`src/rtl/gcd_pkg.sv`:
```
// Shared types for the GCD job sequencer: FSM state encoding and the job/result
// records exchanged with producers and consumers at the default operand width.
package gcd_pkg;

  localparam int GCD_WIDTH = 4;

  typedef enum logic [2:0] {
    ST_IDLE,
    ST_ISSUE,
    ST_ARM,
    ST_WAIT,
    ST_HOLD
  } state_e;

  typedef struct packed {
    logic [GCD_WIDTH-1:0] x;
    logic [GCD_WIDTH-1:0] y;
  } job_t;

  typedef struct packed {
    logic [GCD_WIDTH-1:0] x;
    logic [GCD_WIDTH-1:0] y;
    logic [GCD_WIDTH-1:0] gcd;
    logic                 err;
  } res_t;

endpackage

```
`src/rtl/gcd_job_fifo.sv`:
```
// Synchronous job FIFO holding {x, y} operand pairs, with registered occupancy.
// Full/empty derive only from the registered level, so a pop never frees a slot
// for a push in the same cycle and an empty FIFO never bypasses storage.
module gcd_job_fifo #(
  parameter int WIDTH = 4,
  parameter int DEPTH = 4,
  localparam int AW = $clog2(DEPTH),
  localparam int LW = AW + 1
) (
  input  logic             clk,
  input  logic             reset,
  input  logic             push,
  input  logic [WIDTH-1:0] push_x,
  input  logic [WIDTH-1:0] push_y,
  input  logic             pop,
  output logic [WIDTH-1:0] pop_x,
  output logic [WIDTH-1:0] pop_y,
  output logic             full,
  output logic             empty,
  output logic [LW-1:0]    level
);

  logic [2*WIDTH-1:0] mem_q [DEPTH];
  logic [AW-1:0]      wr_ptr_q, wr_ptr_d;
  logic [AW-1:0]      rd_ptr_q, rd_ptr_d;
  logic [LW-1:0]      level_q, level_d;
  logic               push_ok, pop_ok;

  assign full    = (level_q == LW'(DEPTH));
  assign empty   = (level_q == '0);
  assign level   = level_q;
  assign push_ok = push && !full;
  assign pop_ok  = pop && !empty;

  assign {pop_x, pop_y} = mem_q[rd_ptr_q];

  // DEPTH is a power of two, so the pointers wrap naturally at AW bits.
  always_comb begin
    wr_ptr_d = wr_ptr_q + AW'(push_ok);
    rd_ptr_d = rd_ptr_q + AW'(pop_ok);
    level_d  = level_q + LW'(push_ok) - LW'(pop_ok);
  end

  // NOTE: sequential state uses non-blocking (<=) so every flop samples the
  // pre-edge values; blocking here would create order-dependent simulation.
  always_ff @(posedge clk or posedge reset) begin
    if (reset) begin
      wr_ptr_q <= '0;
      rd_ptr_q <= '0;
      level_q  <= '0;
    end else begin
      wr_ptr_q <= wr_ptr_d;
      rd_ptr_q <= rd_ptr_d;
      level_q  <= level_d;
    end
  end

  // NOTE: storage is deliberately not reset; the pointers and level define
  // which entries are valid, and leaving the array unreset lets it map to RAM.
  always_ff @(posedge clk) begin
    if (push_ok) begin
      mem_q[wr_ptr_q] <= {push_x, push_y};
    end
  end

endmodule

```
`src/rtl/gcd_job_sequencer.sv`:
```
// Feeds queued operand pairs to a GCD core one job at a time, resolves zero
// operands locally, guards against a hung core and holds each result for a consumer.
module gcd_job_sequencer
  import gcd_pkg::*;
#(
  parameter int WIDTH   = GCD_WIDTH,
  parameter int DEPTH   = 4,
  parameter int TIMEOUT = 64
) (
  input  logic                   clk,
  input  logic                   reset,
  input  logic                   in_valid,
  output logic                   in_ready,
  input  logic [WIDTH-1:0]       in_x,
  input  logic [WIDTH-1:0]       in_y,
  output logic                   start,
  output logic [WIDTH-1:0]       x_in,
  output logic [WIDTH-1:0]       y_in,
  input  logic [WIDTH-1:0]       gcd_out,
  input  logic                   gcd_done,
  output logic                   res_valid,
  input  logic                   res_ready,
  output logic [WIDTH-1:0]       res_x,
  output logic [WIDTH-1:0]       res_y,
  output logic [WIDTH-1:0]       res_gcd,
  output logic                   res_err,
  output logic                   busy,
  output logic [$clog2(DEPTH):0] level
);

  localparam int WDW = $clog2(TIMEOUT + 1);

  state_e           state_q, state_d;
  logic             start_q, start_d;
  logic [WIDTH-1:0] job_x_q, job_x_d;
  logic [WIDTH-1:0] job_y_q, job_y_d;
  logic [WIDTH-1:0] res_gcd_q, res_gcd_d;
  logic             res_err_q, res_err_d;
  logic             res_valid_q, res_valid_d;
  logic [WDW-1:0]   wdog_q, wdog_d;

  logic             fifo_pop;
  logic             fifo_full;
  logic             fifo_empty;
  logic [WIDTH-1:0] head_x, head_y;

  gcd_job_fifo #(
    .WIDTH (WIDTH),
    .DEPTH (DEPTH)
  ) u_fifo (
    .clk    (clk),
    .reset  (reset),
    .push   (in_valid),
    .push_x (in_x),
    .push_y (in_y),
    .pop    (fifo_pop),
    .pop_x  (head_x),
    .pop_y  (head_y),
    .full   (fifo_full),
    .empty  (fifo_empty),
    .level  (level)
  );

  assign in_ready  = !fifo_full;
  assign start     = start_q;
  assign x_in      = job_x_q;
  assign y_in      = job_y_q;
  assign res_x     = job_x_q;
  assign res_y     = job_y_q;
  assign res_gcd   = res_gcd_q;
  assign res_err   = res_err_q;
  assign res_valid = res_valid_q;
  assign busy      = (state_q != ST_IDLE) || !fifo_empty;

  // NOTE: every variable gets a default before the case so no path leaves it
  // unassigned; a missing default would infer a latch.
  always_comb begin
    state_d     = state_q;
    start_d     = 1'b0;
    job_x_d     = job_x_q;
    job_y_d     = job_y_q;
    res_gcd_d   = res_gcd_q;
    res_err_d   = res_err_q;
    res_valid_d = res_valid_q;
    wdog_d      = wdog_q;
    fifo_pop    = 1'b0;

    case (state_q)
      ST_IDLE: begin
        if (!fifo_empty) begin
          fifo_pop = 1'b1;
          job_x_d  = head_x;
          job_y_d  = head_y;
          // A zero operand makes the answer the other operand; the core is skipped.
          if (head_x == '0 || head_y == '0) begin
            res_gcd_d   = head_x | head_y;
            res_err_d   = 1'b0;
            res_valid_d = 1'b1;
            state_d     = ST_HOLD;
          end else begin
            start_d = 1'b1;
            state_d = ST_ISSUE;
          end
        end
      end

      ST_ISSUE: state_d = ST_ARM;

      // Guard cycle: a done still high from the previous job is not sampled here.
      ST_ARM: begin
        wdog_d  = '0;
        state_d = ST_WAIT;
      end

      ST_WAIT: begin
        if (gcd_done) begin
          res_gcd_d   = gcd_out;
          res_err_d   = 1'b0;
          res_valid_d = 1'b1;
          state_d     = ST_HOLD;
        end else if (wdog_q == WDW'(TIMEOUT - 1)) begin
          res_gcd_d   = '0;
          res_err_d   = 1'b1;
          res_valid_d = 1'b1;
          state_d     = ST_HOLD;
        end else begin
          wdog_d = wdog_q + WDW'(1);
        end
      end

      ST_HOLD: begin
        if (res_ready) begin
          res_valid_d = 1'b0;
          state_d     = ST_IDLE;
        end
      end

      default: state_d = ST_IDLE;
    endcase
  end

  always_ff @(posedge clk or posedge reset) begin
    if (reset) begin
      state_q     <= ST_IDLE;
      start_q     <= 1'b0;
      job_x_q     <= '0;
      job_y_q     <= '0;
      res_gcd_q   <= '0;
      res_err_q   <= 1'b0;
      res_valid_q <= 1'b0;
      wdog_q      <= '0;
    end else begin
      state_q     <= state_d;
      start_q     <= start_d;
      job_x_q     <= job_x_d;
      job_y_q     <= job_y_d;
      res_gcd_q   <= res_gcd_d;
      res_err_q   <= res_err_d;
      res_valid_q <= res_valid_d;
      wdog_q      <= wdog_d;
    end
  end

endmodule

```
`config.mk`:
```
export PLATFORM = sky130hd
export DESIGN_NAME = gcd_job_sequencer
export DESIGN_NICKNAME = d
export VERILOG_FILES = /design/src/rtl/gcd_pkg.sv /design/src/rtl/gcd_job_fifo.sv /design/src/rtl/gcd_job_sequencer.sv
export SDC_FILE = /design/constraint.sdc
export NUM_CORES = 1
export LEC_CHECK = 0
export BUFFER_PORTS_ARGS = -buffer_cell sky130_fd_sc_hd__buf_2
export CORE_MARGIN = 2
export CORE_UTILIZATION = 60
export DETAILED_ROUTE_END_ITERATION = 8
export GPL_ROUTABILITY_DRIVEN = 1
export GPL_TIMING_DRIVEN = 0
export PLACE_DENSITY_LB_ADDON = 0.1
export SYNTH_ARGS = -nofsm -noshare
export SYNTH_HDL_FRONTEND = slang
export SYNTH_SLANG_ARGS = --single-unit
```
`constraint.sdc`:
```
create_clock -name clk -period 5.4 [get_ports clk]
set_clock_uncertainty 0.15 [all_clocks]
set_input_delay 1.08 -clock clk [delete_from_list [all_inputs] [get_ports clk]]
set_output_delay 1.08 -clock clk [all_outputs]
set_load 0.02 [all_outputs]
```
==> results of run 1 <==
-- per-layer routing --
layer / vias up / part of all wire / track usage
met1: 943 / 0.44 / 0.2901
met3: 10 / 0.047 / 0.04472
met2: 51 / 0.49 / 0.3383
li1: 910 / - / -
met5: - / 0 / 0
met4: 0 / 0.021 / 0.1212
-- synthesized netlist by cell type (4+ instances only) --
| cell | instances | area [µm²] |
|---|---|---|
| mux4_2 | 6 | 135.1 |
| nor3_1 | 13 | 65.06 |
| ha_1 | 5 | 62.56 |
| mux2_2 | 8 | 90.09 |
| buf_4 | 8 | 60.06 |
| edfxtp_1 | 32 | 960.9 |
| xnor2_1 | 7 | 61.31 |
| mux2_4 | 4 | 60.06 |
| nor2_1 | 18 | 67.56 |
| nand2_1 | 12 | 45.04 |
| clkbuf_1 | 6 | 22.52 |
| a21oi_1 | 9 | 45.04 |
| inv_1 | 8 | 30.03 |
| o21ai_0 | 7 | 35.03 |
| nand3_1 | 5 | 25.02 |
| dfrtp_1 | 32 | 800.8 |
| a211oi_1 | 4 | 30.03 |
-- stage by stage --
| stage | instances | area (µm²) |
|---|---|---|
| after global routing | 347 | 3503 |
| after global placement | 329 | 3238 |
| after detailed placement | 330 | 3246 |
| final | 347 | 3503 |
| after CTS | 346 | 3476 |
| after floorplan | 219 | 2939 |
-- cell type report --
type                       count  area (µm²)  share of cell area
inverter                       8       30.03            0.008571
buffer                        17       108.9             0.03107
timing repair buffer          45       250.2             0.07143
clock inverter                 5       78.83             0.02250
multi-input combinational    130        1039              0.2964
sequential                    64        1762              0.5029
tap                           67       83.83             0.02393
clock buffer                  11       151.4             0.04321
-- power breakdown --
part           internal, mW  switching, mW  leakage (nW)
Combinational         0.402          0.506         0.625
Clock                 0.284          0.177         0.119
Sequential            0.673          0.100         0.684
-- registers in the layout, summed over array words and instances (netlist names) --
| name | flops |
|---|---|
| u_fifo.level | 3 |
| u_fifo.rd_ptr_q | 2 |
| state_q | 3 |
| res_x | 4 |
| wdog_q | 7 |
| res_valid | 1 |
| res_err | 1 |
| start | 1 |
| u_fifo.wr_ptr_q | 2 |
| u_fifo.mem_q | 32 |
| res_y | 4 |
| res_gcd | 4 |
-- cells by family (layout without fill, tap and decap cells) --
| logic type | Yosys count | in the layout | share of synthesized area |
|---|---|---|---|
| compound gates | 29 | 29 | 0.07153 |
| xor+xnor | 9 | 9 | 0.02682 |
| fa+ha+maj | 6 | 6 | 0.02810 |
| buf+inv | 25 | 86 | 0.04725 |
| flops | 64 | 64 | 0.5994 |
| mux | 21 | 21 | 0.1184 |
| simple gates | 65 | 65 | 0.1086 |
-- worst max-delay path, stage by stage, from the launching register on --
cell	delay [ps]
dfrtp_1	360
clkbuf_1	190
nor4_1	560
clkbuf_1	570
ha_1	350
inv_1	50
ha_1	140
inv_1	50
fa_1	370
xnor2_1	180
xnor2_1	130
-- worst min path at each step --
stage                                  from  cells past startpoint                      endpoint
2_1_floorplan  u_fifo.rd_ptr_q[0]$_DFF_PP0_                      1  u_fifo.rd_ptr_q[0]$_DFF_PP0_
6_report              res_valid$_DFFE_PP0P_                      1         res_valid$_DFFE_PP0P_
3_5_place_dp          res_valid$_DFFE_PP0P_                      1         res_valid$_DFFE_PP0P_
3_3_place_gp          res_valid$_DFFE_PP0P_                      1         res_valid$_DFFE_PP0P_
4_1_cts               res_valid$_DFFE_PP0P_                      1         res_valid$_DFFE_PP0P_
5_1_grt               res_valid$_DFFE_PP0P_                      1         res_valid$_DFFE_PP0P_
==> results by group, run 1 <==
Clock tree
  – Clock-pin slew on the worst setup and hold paths: 70 ps
  – Post-CTS sizing: 0
  – Total CTS buffers: 9
  – Post-CTS setup buffer count: 0
  – H-tree depth: 3
  – CTS Hold Buffers Added: 0
  – Clock Sinks: 64
  – Clock buffer depth: 2
  – CTS tree: done
  – Root cell of the clock tree: clkbuf_8
  – Worst skew pair latency: 340 ps

Drt
  – TritonRoute pass-1 iters: 4
  – Via count: 1914
  – Post-route DRC violation count: 0
  – DRT iter0 DRCs: 167
  – Post-detailed-route count of antenna-violating nets: 0
  – WL/cell: 15.47 µm
  – Via density: 5.516
  – Final WL: 5.367 mm

Cells and area
  – FILL cells: 314
  – Most common cell after layout, fill and taps aside: buf_2
  – Final core occ: 0.7417
  – Share of layout cells above drive strength 1: 0.3250
  – Most frequent cells in the layout: buf_2, dfrtp_1, edfxtp_1
  – Ant diodes: 0
  – Layout net count: 298
  – Area growth syn-to-layout: 19.20%

Yosys
  – Synth Instances: 219
  – Async SR Flop Fraction: 0.5000
  – Seq/Total Area, Yosys: 0.5994
  – Post-synthesis register bit count: 64
  – Syn Nets: 242
  – Cell variety after synth: 44
  – Prevailing post-synth register cell: edfxtp_1
  – Syn. warnings: 0
  – Mapped cell area: 0.002939 mm²
  – Synthesized area per cell: 13.42 µm²
  – Number of flops mapped to enable cells by yosys: 32

Timing
  – RSZ-0062 raised after global routing: no
  – Hold WS: 348.0 ps
  – Slew HR: 0.2928
  – Final Hold Viols: 0
  – Period utilization: 0.5890
  – Slew Viols, Final: 0
  – Setup-failing EPs final: 0
  – Setup WS post-layout: 2220 ps
  – Setup TNS: 0 ps
  – Final Critical Period: 3180 ps
  – Worst-Margin Slew: 1047 ps
  – Highest clock rate: 0.3144 GHz

Global routing
  – Initial antenna violation count: 0
  – First-pass GRT wire length: 8.493 mm
  – Vias in the first global route: 1768
  – Grt ovf: 0
  – GRT Util Overall: 0.2178
  – Largest net degree at the start of global routing: 33

Floorplanning
  – Die Y: 73.99 µm
  – Row count: 25
  – Initial Util: 0.6223
  – Die Area: 0.005475 mm²
  – IO Count: 45
  – Die X: 73.99 µm
  – Core area: 0.004723 mm²

Setup path
  – RR Endpoint: u_fifo.level[2]$_DFF_PP0_
  – Crit. End Element: register
  – Reg2reg path depth: 10
  – WS Path Type: register to register
  – Worst-path maximum fanout: 11
  – Setup crit start kind: register
  – Worst Path Required: 5520 ps
  – Worst EP arrival: 3300 ps
  – Crit path from: state_q[2]$_DFFE_PP0P_
  – R2R Path Start: state_q[2]$_DFFE_PP0P_
  – Critical path endpoint: u_fifo.level[2]$_DFF_PP0_
  – R2r setup slk: 2220 ps

Flow run
  – Max-cap violations: 0

Placement
  – RD Place Congestion: 0.7901
  – Port buffer count: 43
  – Place WS: 2203 ps
  – DP HPWL: 3.789 mm

Power
  – Total power draw: 2.142 mW
  – Maximum vdd drop: 370.7 µV
  – Power density over the cells: 611.5 mW/mm²
  – LEAKAGE: 1.428 nW

Status
  – Status: finished clean

Worst hold path
  – Worst hold path class: register to register
Power figures use the tool's default switching activity.
==> run 2: changes to the inputs <==
Settings changed: CORE_UTILIZATION 60 to 51.
Clock period 5.4 ns to 2.8 ns, I/O delays scaled along.
==> run 2 against run 1 <==
  * Worst setup slack got worse by 2000 ps
  * Routed wire length rose by 2.0%
  * Die area increased by 17%
  * Sequential power increased by 98%
==> results by group, run 2 (synthesized netlist as in run 1, its figures left out) <==
Status
  – Status: finished clean

Cells and area
  – Area growth syn-to-layout: 20.56%
  – Biggest register: u_fifo.mem_q
  – Layout net count: 297
  – Top Registers: u_fifo.mem_q x32, wdog_q x7
  – Share of layout cells above drive strength 1: 0.3441
  – Most frequent cells in the layout: buf_2, edfxtp_1, dfrtp_1
  – Most common cell after layout, fill and taps aside: buf_2
  – Max reg flops: 32
  – Ant diodes: 0

Power
  – Switching power: 1.568 mW
  – Power density over the cells: 1176 mW/mm²
  – Sequential share of power: 0.366
  – Maximum vdd drop: 615.4 µV
  – Internal power: 2.600 mW
  – Clock power share: 0.209
  – LEAKAGE: 1.436 nW
  – Gate power share: 0.425
  – Sw Ratio: 0.3762

Timing
  – Hold WS: 266.7 ps
  – Worst-Margin Slew: 1009 ps
  – Slew HR: 0.3186
  – Slew Viols, Final: 0
  – Highest clock rate: 0.3851 GHz
  – Period utilization: 0.9274
  – Final Critical Period: 2597 ps
  – Setup-failing EPs final: 0
  – Final Hold Viols: 0
  – Setup TNS: 0 ps
  – RSZ-0062 raised after global routing: no

Clock tree
  – Clock buffer depth: 2
  – Total CTS buffers: 9
  – Clock Sinks: 64
  – CTS tree: done
  – Clock-pin slew on the worst setup and hold paths: 70 ps
  – H-tree depth: 3
  – Worst skew pair latency: 340 ps
  – Root cell of the clock tree: clkbuf_8

Setup path
  – WS Path Type: register to register
  – Setup crit start kind: register
  – Worst Path Required: 2880 ps
  – Crit. End Element: register
  – Worst-path maximum fanout: 7
  – Worst EP arrival: 2670 ps

Floorplanning
  – Die X: 79.92 µm
  – Row count: 27
  – Initial Util: 0.5305
  – Die Y: 79.92 µm
  – Core area: 0.005540 mm²
  – IO Count: 45
  – Die Area: 0.006386 mm²

Placement
  – RD Place Congestion: 0.7789
  – DP HPWL: 3.892 mm
  – Port buffer count: 43

Drt
  – TritonRoute pass-1 iters: 4
  – WL/cell: 15.60 µm
  – DRT iter0 DRCs: 106
  – Final WL: 5.477 mm
  – Post-route DRC violation count: 0
  – Via density: 5.379
  – Post-detailed-route count of antenna-violating nets: 0
  – Via count: 1888

Global routing
  – Initial antenna violation count: 0
  – Largest net degree at the start of global routing: 33
  – Vias in the first global route: 1847
  – First-pass GRT wire length: 8.914 mm
  – Grt ovf: 0
  – GRT Util Overall: 0.1904

Flow run
  – Max-cap violations: 0

Worst hold path
  – Worst hold path class: input pin to register
run 2: changes by cell type in the layout (fill, tap and decap cells not counted), sizes merged:
cell,previous run,this run
dlygate4sd3,0,1
inv,7,8
clkbuf,17,13
clkinvlp,0,1
run 2: worst paths after layout:
path | start | end | slack [ps] | depth (start not counted)
setup / recovery | u_fifo.rd_ptr_q[0]$_DFF_PP0_ | res_gcd[3]$_DFFE_PP0P_ | 200 | 6
hold / removal | res_ready | state_q[2]$_DFFE_PP0P_ | 270 | 2
setup reg to reg | u_fifo.rd_ptr_q[0]$_DFF_PP0_ | res_gcd[3]$_DFFE_PP0P_ | 200 | 6
hold reg to reg | res_valid$_DFFE_PP0P_ | res_valid$_DFFE_PP0P_ | 330 | 1
max in group asynchronous | reset | u_fifo.level[1]$_DFF_PP0_ | 1520 | 4
min in group asynchronous | reset | res_y[3]$_DFFE_PP0P_ | 550 | 3
run 2: per-layer routing:
layer	global-route usage	share of wire
met2	0.2883	0.47
met3	0.05882	0.064
met1	0.2589	0.45
met5	0	0
met4	0.07119	0.0088
run 2: area by class of cell:
cell class | count | area [µm²]
repair buffers | 45 | 252.7
inverters | 8 | 30.03
fillers | 445 | 1997
plain buffers | 16 | 113.9
well taps | 72 | 90.09
flip-flops and latches | 64 | 1763
clock buffers | 9 | 123.9
clock inverters | 7 | 95.09
multi-input cells | 130 | 1075
run 2: power groups by stage:
stage / logic (mW) / clock network (mW) / registers (mW)
final: 1.77 / 0.870 / 1.53
after global routing: 1.96 / 0.933 / 1.57
after CTS: 1.79 / 0.887 / 1.50
after detailed placement: 1.75 / 0 / 1.51
after global placement: 1.72 / 0 / 1.50
after floorplan: 1.15 / 0 / 1.63
run 2: worst max-delay path, stage by stage (launching register included):
cell and delay [ps]:
dfrtp_1 360, buf_6 160, mux4_2 540, or4_1 580
o41ai_4 120, o2bb2ai_4 230, mux2_4 330
run 2: stage by stage:
| stage | setup slack (ps) | instance area (µm²) | power, mW | utilization | instances |
|---|---|---|---|---|---|
| after floorplan | 30.44 | 2940 | 2.781 | - | 219 |
| after global placement | -165.9 | 3246 | 3.220 | 0.5858 | 334 |
| after detailed placement | -210.0 | 3246 | 3.264 | 0.5858 | 334 |
| after CTS | 28.81 | 3486 | 4.178 | 0.6292 | 350 |
| after global routing | 28.20 | 3543 | 4.454 | 0.6396 | 351 |
| final | 203.2 | 3543 | 4.168 | 0.6396 | 351 |
run 2: timing repair:
action	4_1_cts	5_1_grt
pin swaps	0	1
hold buffers	0	1
gates resized for setup	4	5
setup buffers	0	0
hold endpoints to repair	0	9
setup endpoints to repair	8	5
